`config.mk`:
```
export PLATFORM = sky130hd
export DESIGN_NAME = serial_sub
export DESIGN_NICKNAME = d
export VERILOG_FILES = /design/src/rtl/sub_pkg.sv /design/src/rtl/full_sub_cell.sv /design/src/rtl/serial_sub.sv
export SDC_FILE = /design/constraint.sdc
export NUM_CORES = 1
export LEC_CHECK = 0
export ABC_CLOCK_PERIOD_IN_PS = 2000
export CORE_MARGIN = 8
export CORE_UTILIZATION = 52
export CTS_CLUSTER_DIAMETER = 60
export CTS_CLUSTER_SIZE = 20
export DETAILED_ROUTE_END_ITERATION = 12
export PLACE_DENSITY = 0.78
export REMOVE_ABC_BUFFERS = 1
export SYNTH_ARGS = -nofsm -noshare
export SYNTH_HDL_FRONTEND = slang
export SYNTH_SLANG_ARGS = --single-unit
```
`constraint.sdc`:
```
create_clock -name clk -period 2 [get_ports clk]
set_input_delay 0.4 -clock clk [delete_from_list [all_inputs] [get_ports clk]]
set_output_delay 0.4 -clock clk [all_outputs]
set_load 0.02 [all_outputs]
```
`src/rtl/sub_pkg.sv`:
```
// Shared definitions for the bit-serial subtractor: FSM encoding and bench defaults.
package sub_pkg;

  localparam logic [1:0] ST_IDLE = 2'd0;
  localparam logic [1:0] ST_RUN  = 2'd1;
  localparam logic [1:0] ST_DONE = 2'd2;

  localparam int DEF_WIDTH = 4;

  typedef enum logic [1:0] {
    IDLE = ST_IDLE,
    RUN  = ST_RUN,
    DONE = ST_DONE
  } state_t;

endpackage

```
`src/rtl/full_sub_cell.sv`:
```
// Combinational 1-bit full subtractor: d = x - y - bin, bout set when the difference goes negative.
module full_sub_cell (
  input  logic x,
  input  logic y,
  input  logic bin,
  output logic d,
  output logic bout
);

  assign d    = x ^ y ^ bin;
  assign bout = (~x & y) | (~(x ^ y) & bin);

endmodule

```
`src/rtl/serial_sub.sv`:
```
// Bit-serial subtractor: diff = a - b - borrow_in, one bit per clock LSB first,
// sequenced by a start/busy/done handshake around a single full_sub_cell.
module serial_sub
  import sub_pkg::*;
#(
  parameter int WIDTH = 4,
  parameter int CNT_W = $clog2(WIDTH) + 1
) (
  input  logic             clk,
  input  logic             rst,
  input  logic             start,
  input  logic [WIDTH-1:0] a,
  input  logic [WIDTH-1:0] b,
  input  logic             borrow_in,
  output logic             busy,
  output logic             done,
  output logic [WIDTH-1:0] diff,
  output logic             borrow_out
);

  state_t           state;
  state_t           state_nxt;
  logic             load;
  logic [WIDTH-1:0] sh_a;
  logic [WIDTH-1:0] sh_b;
  logic [WIDTH-1:0] res;
  logic             br;
  logic [CNT_W-1:0] cnt;
  logic             cell_d;
  logic             cell_bout;
  logic             last_bit;

  full_sub_cell u_cell (
    .x    (sh_a[0]),
    .y    (sh_b[0]),
    .bin  (br),
    .d    (cell_d),
    .bout (cell_bout)
  );

  assign last_bit = (cnt == CNT_W'(WIDTH - 1));

  always_ff @(posedge clk) begin
    if (rst) state <= IDLE;
    else     state <= state_nxt;
  end

  // New operands are only accepted when no operation is in flight (IDLE or the DONE cycle).
  always_comb begin
    state_nxt = state;
    busy      = 1'b0;
    done      = 1'b0;
    load      = 1'b0;
    case (state)
      IDLE: begin
        if (start) begin
          load      = 1'b1;
          state_nxt = RUN;
        end
      end
      RUN: begin
        busy = 1'b1;
        if (last_bit) state_nxt = DONE;
      end
      DONE: begin
        done = 1'b1;
        if (start) begin
          load      = 1'b1;
          state_nxt = RUN;
        end else begin
          state_nxt = IDLE;
        end
      end
      default: state_nxt = IDLE;
    endcase
  end

  always_ff @(posedge clk) begin
    if (rst) begin
      sh_a       <= '0;
      sh_b       <= '0;
      res        <= '0;
      br         <= 1'b0;
      cnt        <= '0;
      diff       <= '0;
      borrow_out <= 1'b0;
    end else if (load) begin
      sh_a <= a;
      sh_b <= b;
      br   <= borrow_in;
      res  <= '0;
      cnt  <= '0;
    end else if (state == RUN) begin
      sh_a <= sh_a >> 1;
      sh_b <= sh_b >> 1;
      br   <= cell_bout;
      res  <= {cell_d, res[WIDTH-1:1]};
      cnt  <= cnt + CNT_W'(1);
      // Outputs change only here, with the final bit folded in, so they never show partial results.
      if (last_bit) begin
        diff       <= {cell_d, res[WIDTH-1:1]};
        borrow_out <= cell_bout;
      end
    end
  end

endmodule

```
### After elaboration in Yosys (flattened, before gate mapping)

Cells that the tools add are included.

* register bits: 23
* word-level logic and storage cells: 42

* $add $sub $neg: 1
* equal/unequal tests: 5
* mux-type cells: 14
* bitwise gates (word level): 8
* reductions and logical operators: 6

Operator list (number)
* 4-bit two-way mux: 4
* 1-bit two-way mux: 7
* 2-bit case mux with 3 select lines: 1
* 2-bit two-way mux: 2
* 2-bit inequality test (second input constant): 2
* 2-bit OR reduction: 2
* 3-bit by 1-bit adder with 3-bit output (second input constant): 1
* 3-bit by 2-bit equality test with 1-bit output (second input constant): 1
* 1-bit inverter: 3
* 3-bit AND reduction: 1
* 1-bit AND: 2
* 2-bit by 1-bit equality test with 1-bit output (second input constant): 1
* 2-bit equality test (second input constant): 1
* 2-bit zero test: 1
* 2-bit AND reduction: 1
* 2-bit nonzero test: 1
* 1-bit XOR: 2
* 1-bit bitwise OR: 1

### Longest topological paths before layout

Gate-level depths: netlist of the first run.

* depth after elaboration: 6
* gate-level depth with buffers: 6

### Hierarchy

A second synthesis of the first run with hierarchy kept.

* cells, all modules: 104
* area, all modules: 944.7 µm²

By module, submodules not included
* serial_sub: times used 1, cells an instance 100, area each 913.4 µm²
* full_sub_cell: times used 1, cells an instance 4, area each 31.3 µm²

### Worst setup path after synthesis of the first run

Ideal clock, no wire load.

* path kind: reg2reg
* start: register cnt[0]
* end: register diff[0]
* library setup time: 71 ps
* arrival: 1134 ps
* slack: 796 ps
* cell stages (with the launch flop): 7
* path through: dfxtp_1 -> ha_1 -> ha_1 -> buf_4 -> nand3b_1 -> nand2_1 -> a21oi_1

* word-level cells in the longest chain between the ends: 2

Ends and longest elaborated chain
* from (decl): RTL line serial_sub.sv:28 `logic [CNT_W-1:0] cnt;`
* from (signal assigned): RTL line serial_sub.sv:98 `cnt <= cnt + CNT_W'(1);`
* 3-bit by 2-bit equality test with 1-bit output: RTL line serial_sub.sv:41 `assign last_bit = (cnt == CNT_W'(WIDTH - 1));`
* 3-bit AND reduction (no source line)
* to (signal assigned): RTL line serial_sub.sv:101 `diff <= {cell_d, res[WIDTH-1:1]};`
* to (decl): RTL line serial_sub.sv:17 `output logic [WIDTH-1:0] diff,`

No other way between the ends.
A chain may end at the register's enable or synchronous reset.

### Worst setup path in the final report of the first run

* start: register state[1]
* end: output busy

* word-level cells in the longest chain between the ends: 2

Ends and longest elaborated chain
* from (decl): RTL line serial_sub.sv:21 `state_t state;`
* from (signal assigned): RTL line serial_sub.sv:45 `else state <= state_nxt;`
* 2-bit by 1-bit equality test with 1-bit output: RTL line serial_sub.sv:54 `case (state)`
* 1-bit two-way mux: RTL line serial_sub.sv:54
* to (decl): RTL line serial_sub.sv:15 `output logic busy,`

No other way between the ends.

==> results of run 1 <==
## through the flow
stage	cells	setup WS (ps)	util [%]	hold slack (ps)	total power, uW
4_1_cts	144	90.7	66.4	463	806
5_1_grt	144	42.4	66.4	477	841
6_report	144	115	66.4	460	797
2_1_floorplan	95	667	-	437	559
3_3_place_gp	141	292	65.1	444	611
3_5_place_dp	141	221	65.1	446	616
## area by class of cell
class | count | area [um^2] | area share (%)
flip-flops and latches | 22 | 440 | 38.9
multi-input cells | 69 | 422 | 37.2
repair buffers | 21 | 203 | 17.9
well taps | 25 | 31.3 | 2.76
clock buffers | 3 | 22.5 | 1.99
inverters | 4 | 15.0 | 1.32
## final timing paths
path                    startpoint                    to  slack [ps]  depth (start not counted)
max          state[1]$_SDFFE_PP0P_                  busy         120                          3
min           diff[2]$_SDFFE_PP0P_  diff[2]$_SDFFE_PP0P_         460                          2
max reg2reg  state[0]$_SDFFE_PP0P_       br$_SDFFE_PP0P_         560                          3
min reg2reg   diff[2]$_SDFFE_PP0P_  diff[2]$_SDFFE_PP0P_         460                          2
## synthesized netlist by cell type (all sizes together), types with 2 or more instances
cell type | instances | area share [%]
nand3 | 6 | 3.2
ha | 2 | 2.7
inv | 4 | 1.6
buf | 6 | 4.9
nand2 | 17 | 6.9
nand2b | 3 | 2.3
nor3 | 6 | 3.2
o22ai | 3 | 2.0
a311oi | 4 | 5.8
nor2 | 7 | 2.8
dfxtp | 22 | 48
a21oi | 11 | 5.9
## state kept, by name (all words and copies together) (netlist names)
register and flops:
borrow_out 1, br 1, cnt 3, diff 4, res 3, sh_a 4
sh_b 4, state 2
## power groups by stage
stage	clock network, uW	logic, uW	registers (uW)
2_1_floorplan	0	78.8	480
3_3_place_gp	0	129	482
3_5_place_dp	0	134	483
4_1_cts	199	134	473
5_1_grt	218	148	475
6_report	191	133	473
## critical path, cell delays in order, from the launching register on
cell and delay, ps:
dfxtp_1 330, nand2b_2 200, inv_2 60, clkdlybuf4s50_1 600
## routing by layer
metal | track usage, % | routed length (um)
met1 | 13.8 | 825
met3 | 4.19 | 99
met2 | 18.0 | 836
met4 | 4.20 | 14
met5 | 0 | 0
## cells in the final DEF, fill, tap and decap left out, types with 2 or more instances in the layout
cell	Yosys	final
a21oi_1	11	11
nand2b_1	2	2
inv_1	3	3
buf_4	1	3
nand3_1	6	6
o22ai_1	3	3
nor3_1	6	6
nand2_1	17	17
dfxtp_1	22	22
ha_1	2	2
a311oi_2	3	3
nor2_1	7	7
clkbuf_4	0	3
clkdlybuf4s50_1	0	18
## cell families after synthesis
group,count (synthesis),synth area share [%]
AO/OA/AOI/OAI,22,17.8
XOR/XNOR,1,0.946
adder cells (fa/ha/maj),3,4.86
buffers and inverters,11,6.89
flip-flops,22,47.6
multiplexers,1,1.08
AND/OR/NAND/NOR,42,20.8
==> metrics.yaml, run 1 <==
run_status:
  status: "finished, final reports clean"
floorplanning:
  rows: 15
  dieHeight_um: 58.2
  start_util_pct: 54.2
  die_w_um: 58.2
  dieArea_mm2: 0.00339
  design.core.area_mm2: 0.00171
  io_pins: 19
synthesis:
  synth.ff_latch_count: 22
  syn_avg_cell_area_um2: 9.08
  synth-seq-area-share_pct: 47.6
  ys.flop_type: "dfxtp_1"
  synth_edf_count: 0
  yosys_warnings: 0
  syn-cell-area_um2: 926
  ys_types: 28
  syn_inst: 102
  postSynth.asyncResetShare_pct: 0
pwr:
  power_per_cell_area_mw_per_mm2: 703
  leakagePower_uw: 0.000396
  swShare_pct: 25.6
  power.internal_uw: 593
  p_seq_share_pct: 59.3
  comb_power_share_pct: 16.7
  switchingPower_uw: 204
  peakVddDrop_uv: 415
  p_clk_share_pct: 24.0
global_routing:
  grt_overflow: 0
  antenna_found_initial: 0
  grt_pass1_vias: 718
  grt_pass1_wl_mm: 3.11
  track_usage_pct: 11.4
  grt_max_degree: 22
clocking:
  clk_path_buf_depth: 2
  cts_tree: "done"
  cts_resized: 0
  clock_sinks: 22
  numCtsBuffers: 3
  h-tree-depth: 1
  cts.clk_slew.worst_paths_ps: 110
  cts_setup_buffers: 0
  cts_root_buffer: "clkbuf_4"
  clock_latency_ps: 290
  postCtsHoldBufs: 0
sta:
  grt_setup_unrepaired: "false"
  clock_skew_ps: 4.11
  slew_headroom_pct: 66.3
  final_hold_viol_count: 0
  post-route-period-util_pct: 94.2
  finalSetupTns_ps: 0
  finalMaxSlewViolations: 0
  max_freq_ghz: 0.531
  setup_viol: 0
  post-route-min-period_ps: 1880
  tightest_slew_ps: 506
worst_setup_path:
  worstPathMaxFanout: 3
  start_kind: "flip-flop"
  end_kind: "output pin"
  cp.required_ps: 1600
  critPathKind: "flip-flop to output pin"
  critPathArrivalTime_ps: 1480
placed_design:
  dpl_cell_area_mm2: 0.00111
  hpwlAfterDp_mm: 1.34
  port_buffers: 18
  gp_congestion: 0.709
finish:
  nets: 136
  antenna_cells: 0
  syn2layout_area_growth_pct: 22.4
  post-route-cell-area_mm2: 0.00113
  fillCellCount: 152
  drive_gt1_share_pct: 10.1
detailed_routing:
  viasPerCell: 5.22
  drt-initial-drc-count: 3
  drc_errors: 0
  routed_wl_mm: 1.78
  vias: 752
  drtPass1Iterations: 4
  ant_nets: 0
  wl_per_cell_um: 12.3
hold_path:
  hp-class: "flip-flop to flip-flop"
run:
  max_cap_violations: 0
Note: power is estimated with default switching activity, not from simulation.
==> inputs of run 2 (changes only) <==
Settings changed: CORE_UTILIZATION 52 to 63, DONT_BUFFER_PORTS set to 1, PLACE_DENSITY 0.78 to 0.76.
==> run 2 against run 1 <==
Power grew 14%. Critical endpoint unchanged. Sequential cell count stayed put. Sequential power about the same. Register-to-register slack worse by 100 ps. Highest routed layer unchanged.
==> metrics.yaml, run 2 (synthesis results as in run 1) <==
detailed_routing:
  wl_met1_um: 806  # was 825 um
  viasPerCell: 5.93  # was 5.22
  ant_nets: 0  # unchanged
  routed_wl_mm: 1.69  # was 1.78 mm
  drtPass1Iterations: 4  # unchanged
  drc_errors: 0  # unchanged
  vias: 682  # was 752
  drt-initial-drc-count: 9  # was 3
  wl_met2_um: 746  # was 836 um
  wl_per_cell_um: 14.7  # was 12.3 um
  top_layer_used: "met4"  # unchanged
  wl_met3_um: 95  # was 99 um
clocking:
  cts_tree: "done"  # unchanged
  numCtsBuffers: 3  # unchanged
  clk_path_buf_depth: 2  # unchanged
  clock_sinks: 22  # unchanged
  postCtsHoldBufs: 0  # unchanged
  cts.clk_slew.worst_paths_ps: 120  # was 110 ps
  clock_latency_ps: 310  # was 290 ps
  cts_resized: 0  # unchanged
  h-tree-depth: 1  # unchanged
  cts_setup_buffers: 0  # unchanged
  cts_root_buffer: "clkbuf_4"  # unchanged
hold_path:
  hp-class: "input pin to flip-flop"  # was flip-flop to flip-flop
floorplanning:
  die_w_um: 54.3  # was 58.2 um
  design.core.area_mm2: 0.00144  # was 0.00171 mm^2
  dieArea_mm2: 0.00295  # was 0.00339 mm^2
  dieHeight_um: 54.3  # was 58.2 um
  rows: 14  # was 15
  io_pins: 19  # unchanged
  start_util_pct: 64.5  # was 54.2%
pwr:
  leakagePower_uw: 0.000328  # was 0.000396 uW
  comb_power_share_pct: 10.3  # was 16.7%
  switchingPower_uw: 207  # was 204 uW
  power.internal_uw: 699  # was 593 uW
  p_clk_share_pct: 37.5  # was 24.0%
  peakVddDrop_uv: 744  # was 415 uV
  p_seq_share_pct: 52.2  # was 59.3%
  power_per_cell_area_mw_per_mm2: 953  # was 703 mW/mm^2
  swShare_pct: 22.8  # was 25.6%
sta:
  post-route-period-util_pct: 88.4  # was 94.2%
  slew_headroom_pct: 65.7  # was 66.3%
  tightest_slew_ps: 514  # was 506 ps
  clock_skew_ps: 6.86  # was 4.11 ps
  setup_viol: 0  # unchanged
  final_hold_viol_count: 0  # unchanged
  max_freq_ghz: 0.566  # was 0.531 GHz
  finalSetupTns_ps: 0  # unchanged
  grt_setup_unrepaired: "false"  # unchanged
  finalMaxSlewViolations: 0  # unchanged
  post-route-min-period_ps: 1770  # was 1880 ps
global_routing:
  grt_overflow: 0  # unchanged
  antenna_found_initial: 0  # unchanged
  grt_pass1_wl_mm: 2.89  # was 3.11 mm
  grt_pass1_vias: 651  # was 718
  track_usage_pct: 13.2  # was 11.4%
  grt_max_degree: 23  # was 22
finish:
  fillCellCount: 133  # was 152
  layout_common_cells: "22 x dfxtp_1, 17 x nand2_1, 11 x a21oi_1"  # was 22 x dfxtp_1, 18 x clkdlybuf4s50_1, 17 x nand2_1
  nets: 115  # was 136
  reg.largest.list: "diff x4, sh_a x4, sh_b x4"  # unchanged
  seq_area_um2: 440  # unchanged
  drive_gt1_share_pct: 10.1  # about the same
  syn2layout_area_growth_pct: 2.57  # was 22.4%
  post-route-cell-area_um2: 950  # was 0.00113 mm^2
  final_common_cell: "dfxtp_1"  # unchanged
  multi_input_area_um2: 422  # unchanged
  antenna_cells: 0  # unchanged
placed_design:
  port_buffers: 0  # was 18
  gp_congestion: 0.747  # was 0.709
  dpl_cell_area_um2: 897  # was 0.00111 mm^2
  hpwlAfterDp_mm: 1.17  # was 1.34 mm
run_status:
  status: "finished, final reports clean"  # unchanged
worst_setup_path:
  critPathKind: "flip-flop to output pin"  # unchanged
  worstPathMaxFanout: 22  # was 3
  critPathArrivalTime_ps: 1370  # was 1480 ps
  start_kind: "flip-flop"  # unchanged
  end_kind: "output pin"  # unchanged
  cp.required_ps: 1600  # about the same
run:
  max_cap_violations: 0  # unchanged
==> run 2: cell count changes in the layout (fill, tap and decap cells not counted) <==
| cell | previous run | this run |
|---|---|---|
| clkdlybuf4s50_1 | 18 | 0 |
| buf_4 | 3 | 0 |
| bufinv_16 | 0 | 1 |
==> run 2: through the flow <==
stage	hold WS (ps)	util (%)	worst slack [ps]	total power (uW)	cells
after floorplan	437	-	667	559	95
after global placement	454	62.5	546	573	111
after detailed placement	453	62.5	481	575	111
after CTS	126	66.1	233	914	115
after global routing	110	66.1	144	941	115
final	131	66.1	233	905	115
==> run 2: layer usage <==
| layer | up-vias | GRT usage (%) |
|---|---|---|
| li1 | 346 | - |
| met1 | 315 | 16.6 |
| met2 | 16 | 19.1 |
| met3 | 5 | 4.62 |
| met4 | 0 | 7.38 |
| met5 | - | 0 |
==> run 2: power by group through the flow <==
stage                     clock, uW  sequential (uW)  combinational, uW
after CTS                       348              473               93.7
after global placement            0              482               91.2
after detailed placement          0              482               93.3
final                           340              473               93.0
after global routing            360              476                105
after floorplan                   0              480               78.8
==> run 2: worst paths after layout <==
check             cells after the start                   from  slack [ps]                   end
hold / removal                        1                    rst         130  sh_a[2]$_SDFFE_PP0P_
setup reg to reg                      4  state[1]$_SDFFE_PP0P_         460       br$_SDFFE_PP0P_
hold reg to reg                       2   sh_a[3]$_SDFFE_PP0P_         480  sh_a[3]$_SDFFE_PP0P_
setup / recovery                      2  state[1]$_SDFFE_PP0P_         230                  busy
==> run 2: area by class of cell <==
cell class                 count  area share, %
inverter                       4           1.58
clock inverter                 1           3.16
tap                           16           2.11
clock buffer                   3           2.37
sequential                    22           46.4
multi-input combinational     69           44.4
==> run 2: critical path, stage by stage (launching register included) <==
cell and delay (ps):
dfxtp_1 340, nand2b_2 300, inv_2 410
==> inputs of run 3 (changes only) <==
Settings changed: SLEW_MARGIN set to 20.
==> results of run 3 <==
The final DEF is identical to that of run 2; final timing and power are the same.
